[config.mk]
export PLATFORM = sky130hd
export DESIGN_NAME = bht_controller
export DESIGN_NICKNAME = d
export VERILOG_FILES = /design/src/rtl/bp_pkg.sv /design/src/rtl/bht_ctr_next.sv /design/src/rtl/bht_controller.sv
export SDC_FILE = /design/constraint.sdc
export NUM_CORES = 1
export LEC_CHECK = 0
export ABC_CLOCK_PERIOD_IN_PS = 2700
export BUFFER_PORTS_ARGS = -buffer_cell sky130_fd_sc_hd__clkbuf_2
export CORE_ASPECT_RATIO = 1.25
export CORE_UTILIZATION = 54
export DETAILED_ROUTE_END_ITERATION = 7
export HOLD_SLACK_MARGIN = 0.05
export PLACE_DENSITY_LB_ADDON = 0.08
export RECOVER_POWER = 25
export SYNTH_ARGS = -nofsm -noshare
export SYNTH_HDL_FRONTEND = slang
export SYNTH_HIERARCHICAL = 1
export SYNTH_SLANG_ARGS = --single-unit
[constraint.sdc]
create_clock -name clk -period 2.7 [get_ports clk]
set_clock_uncertainty 0.2 [all_clocks]
set_input_delay 0.405 -clock clk [delete_from_list [all_inputs] [get_ports clk]]
set_output_delay 0.405 -clock clk [all_outputs]
set_load 0.005 [all_outputs]
[src/rtl/bp_pkg.sv]
// Shared branch-predictor types: 2-bit saturating counter encoding and the
// BHT controller FSM state encoding.
package bp_pkg;

  typedef logic [1:0] ctr_t;

  localparam ctr_t SC_SNT = 2'b00;
  localparam ctr_t SC_WNT = 2'b01;
  localparam ctr_t SC_WT  = 2'b10;
  localparam ctr_t SC_ST  = 2'b11;

  typedef enum logic {
    BHT_IDLE  = 1'b0,
    BHT_SWEEP = 1'b1
  } bht_state_e;

endpackage

[src/rtl/bht_ctr_next.sv]
// Next-value function of a 2-bit saturating predictor counter.
import bp_pkg::*;

module bht_ctr_next (
  input  ctr_t ctr_i,
  input  logic taken_i,
  output ctr_t next_o
);

  always_comb begin
    next_o = ctr_i;
    if (taken_i) begin
      if (ctr_i != SC_ST) next_o = ctr_i + 2'd1;
    end else begin
      if (ctr_i != SC_SNT) next_o = ctr_i - 2'd1;
    end
  end

endmodule

[src/rtl/bht_controller.sv]
// Branch history table: registered lookups, EX feedback updates with a
// write-first bypass, a one-entry-per-cycle flush sweep and a mispredict count.
import bp_pkg::*;

module bht_controller #(
  parameter int ENTRIES = 16,
  parameter int IDX_W   = $clog2(ENTRIES),
  parameter int CNT_W   = 16
) (
  input  logic             clk,
  input  logic             rst_n,
  input  logic             lookup_valid,
  input  logic [IDX_W-1:0] lookup_index,
  output logic             pred_valid,
  output logic             pred_taken,
  input  logic             fb_valid,
  input  logic [IDX_W-1:0] fb_index,
  input  logic             fb_taken,
  input  logic             fb_mispredict,
  input  logic             flush,
  output logic             busy,
  output logic [CNT_W-1:0] mispredict_count,
  output bht_state_e       dbg_state
);

  bht_state_e       state_q, state_d;
  logic [IDX_W-1:0] ptr_q, ptr_d;
  ctr_t             table_q [ENTRIES];
  ctr_t             table_d [ENTRIES];
  logic             pv_q, pv_d;
  logic             pt_q, pt_d;
  logic [CNT_W-1:0] cnt_q, cnt_d;
  ctr_t             fb_next;

  // One next-value instance feeds both the array write and the lookup bypass.
  bht_ctr_next u_ctr_next (
    .ctr_i   (table_q[fb_index]),
    .taken_i (fb_taken),
    .next_o  (fb_next)
  );

  always_comb begin
    state_d = state_q;
    ptr_d   = ptr_q;
    table_d = table_q;
    pv_d    = lookup_valid;
    pt_d    = pt_q;
    cnt_d   = cnt_q;

    if (fb_valid && fb_mispredict && (cnt_q != {CNT_W{1'b1}}))
      cnt_d = cnt_q + CNT_W'(1);

    case (state_q)
      BHT_IDLE: begin
        if (lookup_valid) begin
          if (fb_valid && (fb_index == lookup_index)) pt_d = fb_next[1];
          else                                        pt_d = table_q[lookup_index][1];
        end
        if (fb_valid) table_d[fb_index] = fb_next;
        if (flush) begin
          state_d = BHT_SWEEP;
          ptr_d   = '0;
        end
      end
      BHT_SWEEP: begin
        // The table is in transition, so every prediction is a safe not-taken.
        if (lookup_valid) pt_d = 1'b0;
        table_d[ptr_q] = SC_WNT;
        if (flush) begin
          ptr_d = '0;
        end else if (ptr_q == IDX_W'(ENTRIES - 1)) begin
          state_d = BHT_IDLE;
          ptr_d   = '0;
        end else begin
          ptr_d = ptr_q + IDX_W'(1);
        end
      end
      default: begin
        state_d = BHT_IDLE;
        ptr_d   = '0;
      end
    endcase
  end

  always_ff @(posedge clk or negedge rst_n) begin
    if (!rst_n) begin
      state_q <= BHT_IDLE;
      ptr_q   <= '0;
      pv_q    <= 1'b0;
      pt_q    <= 1'b0;
      cnt_q   <= '0;
      for (int i = 0; i < ENTRIES; i++) table_q[i] <= SC_WNT;
    end else begin
      state_q <= state_d;
      ptr_q   <= ptr_d;
      pv_q    <= pv_d;
      pt_q    <= pt_d;
      cnt_q   <= cnt_d;
      for (int i = 0; i < ENTRIES; i++) table_q[i] <= table_d[i];
    end
  end

  assign pred_valid       = pv_q;
  assign pred_taken       = pt_q;
  assign busy             = (state_q == BHT_SWEEP);
  assign mispredict_count = cnt_q;
  assign dbg_state        = state_q;

endmodule

Yosys cells after proc, flatten, opt, wreduce, memory -nomap -nowiden
Index checks and enable logic that the tools add are counted.

operators by class
  multiplexer cells = 28
  reductions and logical operators = 7
  bitwise logic cells = 7
  $add $sub $neg = 4
  $lt $le $gt $ge = 5
  equal/unequal tests = 8

operators by type and width
  kind                   count
  $pmux 32 s2            1
  $bwmux 32              1
  $mux 32                1
  $mux 2                 9
  $add 16x1->16 const B  1
  $and 16x16->16         1
  $bmux 2 s4             2
  $demux 2 s4            2
  $ne 16x16->1 const B   1
  $not 16->16            1
  $or 16x16->16          1
  $ge 5x5->1 const B     3
  $not 4->5              3
  $mux 4                 3
  $lt 5x1->1 const B     2
  $ne 2x2->1 const B     5
  $pmux 4 s2             1
  $mux 1                 6
  $logic_and 1x1->1      5
  $add 4x1->4 const B    1
  $eq 4x4->1             1
  $eq 4x4->1 const B     1
  $pmux 1 s2             2
  $add 2x1->2 const B    1
  other kinds (4)        4

storage, ports and cells
  bits in registers = 55
  output and inout port bits = 20
  logic and storage cells = 80

Depth between registers and ports, before layout
Gate-level depths: netlist of run 1.

  word-level depth = 10
  gate-level depth with buffers = 9

Cells and area by module
The synthesis of run 1 kept the hierarchy.

by module, submodules not included
  module          times used  area each (um^2)  cells an instance
  bht_controller  1           3399.5            333
  bht_ctr_next    1           26.3              3

Worst setup path after synthesis of run 1
Ideal clock, no wire load.

  path type = input-to-reg
  start = input fb_index[1]
  end = register pt_q (netlist: pred_taken)
  setup slack = -0.066 ns
  cell stages on the path = 9
  library setup time = 0.131 ns
  required time = 2.369 ns
  data arrival time = 2.436 ns
  cells stage by stage = buf_2 > buf_2 > mux4_2 > mux4_2 > maj3_2 > buf_2 > and3_1 > a41oi_1 > o21ai_0

between the ends
  longest elaborated chain between the ends = 10

ends and longest elaborated chain
  item                                            line                                    text
  start: declaration                              bht_controller.sv:17                    input logic [IDX_W-1:0] fb_index,
  $not 4->5 (not written as such) (*)             bht_controller.sv:37                    .ctr_i (table_q[fb_index]),
  $bmux 2 s4 (*)                                  bht_controller.sv:37
  $mux 2 (not written as such) (*) (2 in series)  bht_controller.sv:37
  $sub 2x1->2 (tied with other cells)             bht_ctr_next.sv:15                      if (ctr_i != SC_SNT) next_o = ctr_i - 2'd1;
  $mux 2 (on tied branches)                       bht_ctr_next.sv:15, bht_ctr_next.sv:13
  $mux 2 (*)                                      bht_ctr_next.sv:12                      if (taken_i) begin
  via fb_next[1]                                  bht_controller.sv:33                    ctr_t fb_next;
  $mux 1 (*)                                      bht_controller.sv:56                    if (fb_valid && (fb_index == lookup_index)) pt_d = fb_next[1];
  $mux 1 (*)                                      bht_controller.sv:55                    if (lookup_valid) begin
  $pmux 1 s2 (*)                                  bht_controller.sv:53                    case (state_q)
  end signal: assignment                          bht_controller.sv:97                    pt_q <= pt_d;
  end: declaration                                bht_controller.sv:31                    logic pt_q, pt_d;

The timed path passes the listed nets; every way through them passes the cells marked *. The select of a mux whose other input is x is not followed.
A chain may end at the register's enable or synchronous reset.

Worst setup path after layout of run 1
  start = register table_q[11] in the netlist's numbering
  end = register pt_q (netlist: pred_taken)

between the ends
  longest elaborated chain between the ends = 9

ends and longest elaborated chain
  item                                            line                                    text
  start: declaration                              bht_controller.sv:28                    ctr_t table_q [ENTRIES];
  $bmux 2 s4 (*)                                  bht_controller.sv:37
  $mux 2 (not written as such) (*) (2 in series)  bht_controller.sv:37
  $sub 2x1->2 (tied with other cells)             bht_ctr_next.sv:15
  $mux 2 (on tied branches)                       bht_ctr_next.sv:15, bht_ctr_next.sv:13
  $mux 2 (*)                                      bht_ctr_next.sv:12
  via fb_next[1]                                  bht_controller.sv:33
  $mux 1 (*)                                      bht_controller.sv:56
  $mux 1 (*)                                      bht_controller.sv:55
  $pmux 1 s2 (*)                                  bht_controller.sv:53

Marked as above.

==> summary.md, run 1 <==
## Outcome
• outcome: finished, final reports clean

## STA
• total negative slack for setup checks: 0 ps
• Min Clock Period, post-route: 2500 ps
• Tightest Pin Transition: 1270 ps
• setup repair after global routing missed its margin: false
• Slew headroom: 15.1%
• final setup slack of the worst path: 195 ps
• Final Max Tran Viols: 0
• number of hold violations in the final report: 0
• post-route fraction of the period consumed by the critical path: 92.8%
• number of endpoints failing setup at the final stage: 0
• Max Clk Rate: 399 MHz

## Place
• cell area after placement: 3770 sq um
• gpl congestion: 0.864
• number of buffer cells added on primary ports: 34
• detailed-placement wirelength estimate: 5880 um
• worst slack after detailed placement: -80.6 ps

## Cells and area
• commonest non-fill, non-tap cell in the layout: sky130_fd_sc_hd__dfrtp_1
• highest-count cells in the layout ignoring fill and taps: sky130_fd_sc_hd__dfrtp_1, sky130_fd_sc_hd__nor2_1, sky130_fd_sc_hd__clkbuf_2
• number of inserted filler cells in the final layout: 563
• synthesis-to-finish area growth: 13.2%
• Antenna Diode Count: 0
• layout cells sized above 1: 25.8%
• final design instance area without fill: 3880 sq um
• Final Util: 62.9%
• NumNets Final: 392

## Power and ir drop
• net switching component of the power: 0.000622 W
• static leakage: 1.69 nW
• Logic pwr share: 22.8%
• clock network fraction of total power: 25.4%
• cell area power density: 518 nW/um^2
• cell-internal power: 0.00138 W
• Reg power frac: 51.8%
• switching part of the total: 31.0%
• Worst IR Drop VDD: 0.000391 V

## Worst hold path
• HP Class: input pin to flip-flop
• worst hold endpoint: pred_valid
• count of cells along the worst hold path: 1
• hold path start: lookup_valid

## Floorplan
• I/O pin count: 35
• Initial Util: 55.6%
• Chip Height: 91.1 um
• full die area: 6670 sq um
• Rows: 32
• Die W: 73.2 um
• core region area: 6170 sq um

## Global route
• largest net degree at the start of global routing: 36
• number of global-route vias before repair: 2720
• number of antenna violations at the first check in global routing: 0
• global-route wire length before repair: 13400 um
• GRT Resource Usage Total: 26.6%
• GR Overflow Total: 0

## Setup path
• Crit Reg-Reg Endpoint: pred_taken
• class of the most critical setup path: flip-flop to flip-flop
• arrival time of data at the critical path endpoint: 2500 ps
• startpoint class of the critical path: flip-flop
• required time of the worst setup path: 2700 ps
• origin of the critical flop-to-flop path: table_q[11]
• Crit. End Element: flip-flop
• number of cells on the worst reg-to-reg path: 6
• setup slack on the worst flop-to-flop path: 200 ps
• worst-path maximum fanout: 4

## Route
• count of routing violations after the opening detailed-route iteration: 241
• Routed met2 length: 4050 um
• final wirelength: 7900 um
• routed wl met3: 358 um
• routed vias: 2727
• final routed wire length divided by cell count: 17.3 um
• number of vias per cell after detailed routing: 5.97
• DRC violation count after routing: 0
• number of nets with antenna violations after detailed routing: 0
• met1 routed wirelength after detailed routing: 3320 um
• highest signal layer in the routed design: met4
• drt first pass iters: 5

## Logic synthesis
• Synthesis Warnings: 6
• mean area per synthesized cell: 10.2 sq um
• number of nets produced by synthesis: 357
• post-synthesis instance area: 3430 sq um
• ys async rst share: 100%
• number of different library cells in the post-synthesis netlist: 46
• most frequently used flop master after synthesis: sky130_fd_sc_hd__dfrtp_1
• part of the Yosys area used for sequential elements: 40.8%
• count of flip-flops with a built-in enable after synthesis: 0
• post-synthesis sequential element count: 55
• instance count of the mapped netlist: 336

## Clock tree
• clock latency of the later-clocked register in the worst-skew pair: 310 ps
• TritonCTS clock tree: yes
• number of CTS-inserted buffers: 5
• Sink Count: 55
• quantity of gates resized following cts: 0
• CTS Hold Buffers Added: 1
• postcts setup bufs: 0
• maximum buffer depth of the clock tree: 2
• CTS H-tree lvls: 2
• Clock Tree Root: sky130_fd_sc_hd__clkbuf_8
• clock-pin transition on the worst setup and hold timing paths: 100 ps

## Run
• number of max-capacitance violations reported: 0

metrics by stage:
| step | instances | hold slack, ps | power, W |
|---|---|---|---|
| after global routing | 457 | 85.5 | 0.00212 |
| after global placement | 448 | 230 | 0.00150 |
| after detailed placement | 448 | 230 | 0.00151 |
| final | 457 | 80.9 | 0.00201 |
| after CTS | 457 | 57.1 | 0.00202 |
| after floorplan | 336 | -90.6 | 0.00131 |
layout make-up:
cell class	count	area, sq um	area share, %
Tap cell	85	106	2.74
Multi-Input combinational cell	252	1900	49.0
Sequential cell	55	1400	36.0
Inverter	8	30.0	0.774
Clock inverter	1	7.51	0.194
Timing Repair Buffer	49	343	8.84
Clock buffer	7	96.3	2.48
flip-flops by register name, summed over array words and instances (netlist names):
name,cells
table_q,32
mispredict_count,16
pred_valid,1
ptr_q,4
busy,1
pred_taken,1
layer usage:
metal,up-vias,GRT usage (%)
met2,76,43.9
met5,-,0
met3,13,4.00
li1,1292,-
met1,1346,34.3
met4,0,11.1
power groups by stage:
| stage | sequential [W] | combinational, W | clock, W |
|---|---|---|---|
| after floorplan | 0.00102 | 0.000289 | 0 |
| after global placement | 0.00105 | 0.000452 | 0 |
| after detailed placement | 0.00105 | 0.000463 | 0 |
| after CTS | 0.00104 | 0.000465 | 0.000518 |
| after global routing | 0.00105 | 0.000509 | 0.000554 |
| final | 0.00104 | 0.000458 | 0.000510 |
worst max path at each step:
stage,from,to,slack (ps),cells past startpoint
after global routing,table_q[17],pred_taken,80,6
after CTS,table_q[11],pred_taken,200,6
after global placement,fb_index[0],pred_taken,-50,8
after detailed placement,fb_index[0],pred_taken,-80,8
after floorplan,fb_index[1],pred_taken,7,8
final,table_q[11],pred_taken,200,6
cell usage after synthesis, drive strengths merged, types with 2 or more instances:
master  instances  area [sq um]
a211oi          3          22.5
a21oi          17          88.8
a22oi           6          45.0
a32oi           9          78.8
and3            3          20.0
and4bb          2          25.0
buf             9          56.3
clkbuf         12          45.0
dfrtp          39           976
dfstp          16           420
ha              6          75.1
inv             8          30.0
maj3            2          22.5
mux2            3          37.5
mux2i          27           270
mux4           14           315
nand2          30           115
nand2b          3          18.8
nand3          24           120
nand3b          5          37.5
nand4           3          18.8
nor2           34           128
nor2b           3          18.8
nor3            3          26.3
nor4            2          27.5
o21ai          23           115
or3             4          25.0
xnor2           5          43.8
xor2           12           105
worst max-delay path, stage by stage (launching register included):
cell and delay [ps]:
sky130_fd_sc_hd__dfrtp_1 440, sky130_fd_sc_hd__mux4_2 480, sky130_fd_sc_hd__mux4_2 490, sky130_fd_sc_hd__maj3_2 340, sky130_fd_sc_hd__and3_1 170, sky130_fd_sc_hd__a41oi_1 190
sky130_fd_sc_hd__o21ai_1 90
cells by family (layout without fill, tap and decap cells):
group / after synthesis / count (layout) / share of synthesized area (%)
flip-flops: 55 / 55 / 40.8
AND/OR/NAND/NOR: 122 / 122 / 18.4
multiplexers: 44 / 44 / 18.2
AO/OA/AOI/OAI: 61 / 61 / 11.6
XOR/XNOR: 17 / 17 / 4.35
adder cells (fa/ha/maj): 8 / 8 / 2.85
buffers and inverters: 29 / 65 / 3.83
(Power assumes the default switching activity.)
==> run 2, diff against run 1 <==
--- a/config.mk
+++ b/config.mk
@@ -5,14 +5,15 @@
 export SDC_FILE = /design/constraint.sdc
 export NUM_CORES = 1
 export LEC_CHECK = 0
-export ABC_CLOCK_PERIOD_IN_PS = 2700
+export ABC_CLOCK_PERIOD_IN_PS = 2880
 export BUFFER_PORTS_ARGS = -buffer_cell sky130_fd_sc_hd__clkbuf_2
 export CORE_ASPECT_RATIO = 1.25
-export CORE_UTILIZATION = 54
+export CORE_UTILIZATION = 55
 export DETAILED_ROUTE_END_ITERATION = 7
 export HOLD_SLACK_MARGIN = 0.05
 export PLACE_DENSITY_LB_ADDON = 0.08
 export RECOVER_POWER = 25
+export SLEW_MARGIN = 20
 export SYNTH_ARGS = -nofsm -noshare
 export SYNTH_HDL_FRONTEND = slang
 export SYNTH_HIERARCHICAL = 1
==> constraint.sdc (replaced) <==
create_clock -name clk -period 2.88 [get_ports clk]
set_clock_uncertainty 0.2 [all_clocks]
set_input_delay 0.432 -clock clk [delete_from_list [all_inputs] [get_ports clk]]
set_output_delay 0.432 -clock clk [all_outputs]
set_load 0.005 [all_outputs]
==> summary.md, run 2 (synthesis results as in run 1) <==
## Outcome
• outcome: finished, final reports clean

## Power and ir drop
• switching part of the total: 30.7%, -0.31 points
• net switching component of the power: 0.000570 W, -8.3%
• cell-internal power: 0.00129 W, -7.0%
• cell area power density: 491 nW/um^2, -5.1%
• Worst IR Drop VDD: 0.000344 V, -12%
• Logic pwr share: 22.4%, -0.4 points
• static leakage: 1.66 nW, -1.7%
• Reg power frac: 52.4%, +0.6 points
• clock network fraction of total power: 25.2%, -0.2 points

## Setup path
• slowest library cell on the worst path: sky130_fd_sc_hd__mux4_2
• class of the most critical setup path: input pin to flip-flop
• Top cell by count, worst path: sky130_fd_sc_hd__mux4_2
• worst-path maximum fanout: 12, +8
• CP Cell Sequence: clkbuf_2, mux4_2, mux4_2, maj3_2, buf_4, mux2i_1, o21ai_0
• Crit. End Element: flip-flop
• arrival time of data at the critical path endpoint: 2550 ps, +50 ps
• CP max stage delay: 540 ps, +50 ps
• required time of the worst setup path: 2860 ps, +160 ps
• startpoint class of the critical path: input pin

## Cells and area
• final design instance area without fill: 3780 sq um, -2.5%
• synthesis-to-finish area growth: 10.4%
• highest-count cells in the layout ignoring fill and taps: sky130_fd_sc_hd__dfrtp_1, sky130_fd_sc_hd__nor2_1, sky130_fd_sc_hd__clkbuf_2
• number of flip-flops in the largest register: 32, unchanged
• Antenna Diode Count: 0, unchanged
• largest reg by FF count: table_q
• number of inserted filler cells in the final layout: 542, -3.7%
• NumNets Final: 387, -1.3%
• commonest non-fill, non-tap cell in the layout: sky130_fd_sc_hd__dfrtp_1
• layout cells sized above 1: 25.6%, -0.19 points
• Final Util: 64.1%, +1.2 points

## Floorplan
• Chip Height: 90.2 um, -0.89%
• Rows: 31, -3.1%
• I/O pin count: 35, unchanged
• Initial Util: 58.1%, +2.5 points
• Die W: 72.6 um, -0.89%
• core region area: 5900 sq um, -4.4%
• full die area: 6550 sq um, -1.8%

## Clock tree
• Sink Count: 55, unchanged
• TritonCTS clock tree: yes
• postcts setup bufs: 0, unchanged
• quantity of gates resized following cts: 0, unchanged
• clock-pin transition on the worst setup and hold timing paths: 100 ps, about the same
• maximum buffer depth of the clock tree: 2, unchanged
• Clock Tree Root: sky130_fd_sc_hd__clkbuf_8
• clock latency of the later-clocked register in the worst-skew pair: 310 ps, about the same
• CTS H-tree lvls: 2, unchanged
• number of CTS-inserted buffers: 5, unchanged
• CTS Hold Buffers Added: 0, -1

## Place
• gpl congestion: 0.823, -4.8%
• number of buffer cells added on primary ports: 34, unchanged
• cell area after placement: 3680 sq um, -2.2%
• detailed-placement wirelength estimate: 5710 um, -3.0%

## STA
• Min Clock Period, post-route: 2580 ps
• number of hold violations in the final report: 0, unchanged
• Final Max Tran Viols: 0, unchanged
• Max Clk Rate: 388 MHz
• setup repair after global routing missed its margin: false
• total negative slack for setup checks: 0 ps, unchanged
• number of endpoints failing setup at the final stage: 0, unchanged
• Slew headroom: 9.25%, -5.9 points
• Tightest Pin Transition: 1360 ps, +88.2 ps
• post-route fraction of the period consumed by the critical path: 89.4%
• final worst hold slack: 83.4 ps, +2.50 ps

## Worst hold path
• HP Class: input pin to flip-flop

## Route
• routed vias: 2749, +0.81%
• DRC violation count after routing: 0, unchanged
• final wirelength: 7830 um, -0.85%
• count of routing violations after the opening detailed-route iteration: 214, -11%
• number of vias per cell after detailed routing: 6.12, +2.6%
• final routed wire length divided by cell count: 17.4 um, +0.92%
• drt first pass iters: 4, -1
• number of nets with antenna violations after detailed routing: 0, unchanged

## Global route
• number of antenna violations at the first check in global routing: 0, unchanged
• number of global-route vias before repair: 2727, +0.26%
• GRT Resource Usage Total: 26.1%, -0.49 points
• GR Overflow Total: 0, unchanged
• largest net degree at the start of global routing: 56, +56%
• global-route wire length before repair: 13200 um, -1.9%

## Run
• number of max-capacitance violations reported: 0, unchanged

-- run 2: layout make-up --
| class | count | area, sq um | share of cell area (%) |
|---|---|---|---|
| Timing Repair Buffer | 44 | 254 | 6.72 |
| Inverter | 8 | 30.0 | 0.794 |
| Multi-Input combinational cell | 252 | 1900 | 50.2 |
| Clock buffer | 8 | 100 | 2.65 |
| Sequential cell | 55 | 1400 | 36.9 |
| Tap cell | 82 | 103 | 2.71 |
-- run 2: power by group through the flow --
stage	registers [W]	clock network [W]	logic [W]
after CTS	0.000971	0.000479	0.000421
after global routing	0.000987	0.000503	0.000464
after global placement	0.000981	0	0.000407
final	0.000973	0.000468	0.000417
after floorplan	0.000960	0	0.000268
after detailed placement	0.000985	0	0.000420
-- run 2: metal layers --
| layer | routed length (um) | part of all wire [%] | GRT usage, % |
|---|---|---|---|
| met3 | 360 | 4.6 | 3.48 |
| met1 | 3250 | 42 | 32.8 |
| met2 | 4060 | 52 | 44.9 |
| met5 | 0 | 0 | 0 |
| met4 | 155 | 2.0 | 9.97 |
-- run 2: stage by stage --
stage	setup WS, ps	power, W	std cells
final	305	0.00186	449
after global routing	165	0.00195	449
after CTS	284	0.00187	449
after detailed placement	-46.0	0.00140	441
after global placement	9.26	0.00139	441
after floorplan	86.7	0.00123	336
-- run 2: worst paths after layout --
check,from,endpoint,slack [ps],cells after the start
max in group asynchronous,rst_n,table_q[25],1350,2
worst min register to register,mispredict_count[5],mispredict_count[5],300,1
min in group asynchronous,rst_n,table_q[7],300,2
worst min-delay path,lookup_valid,pred_valid,80,1
worst max register to register,table_q[7],table_q[9],360,6
worst max-delay path,fb_index[0],table_q[9],300,7
-- run 2: critical path: cells and delay by family --
| family | cells | cell delay (ps) |
|---|---|---|
| buffers and inverters | 2 | 470 |
| multiplexers | 3 | 1190 |
| adder cells (fa/ha/maj) | 1 | 340 |
| AO/OA/AOI/OAI | 1 | 100 |
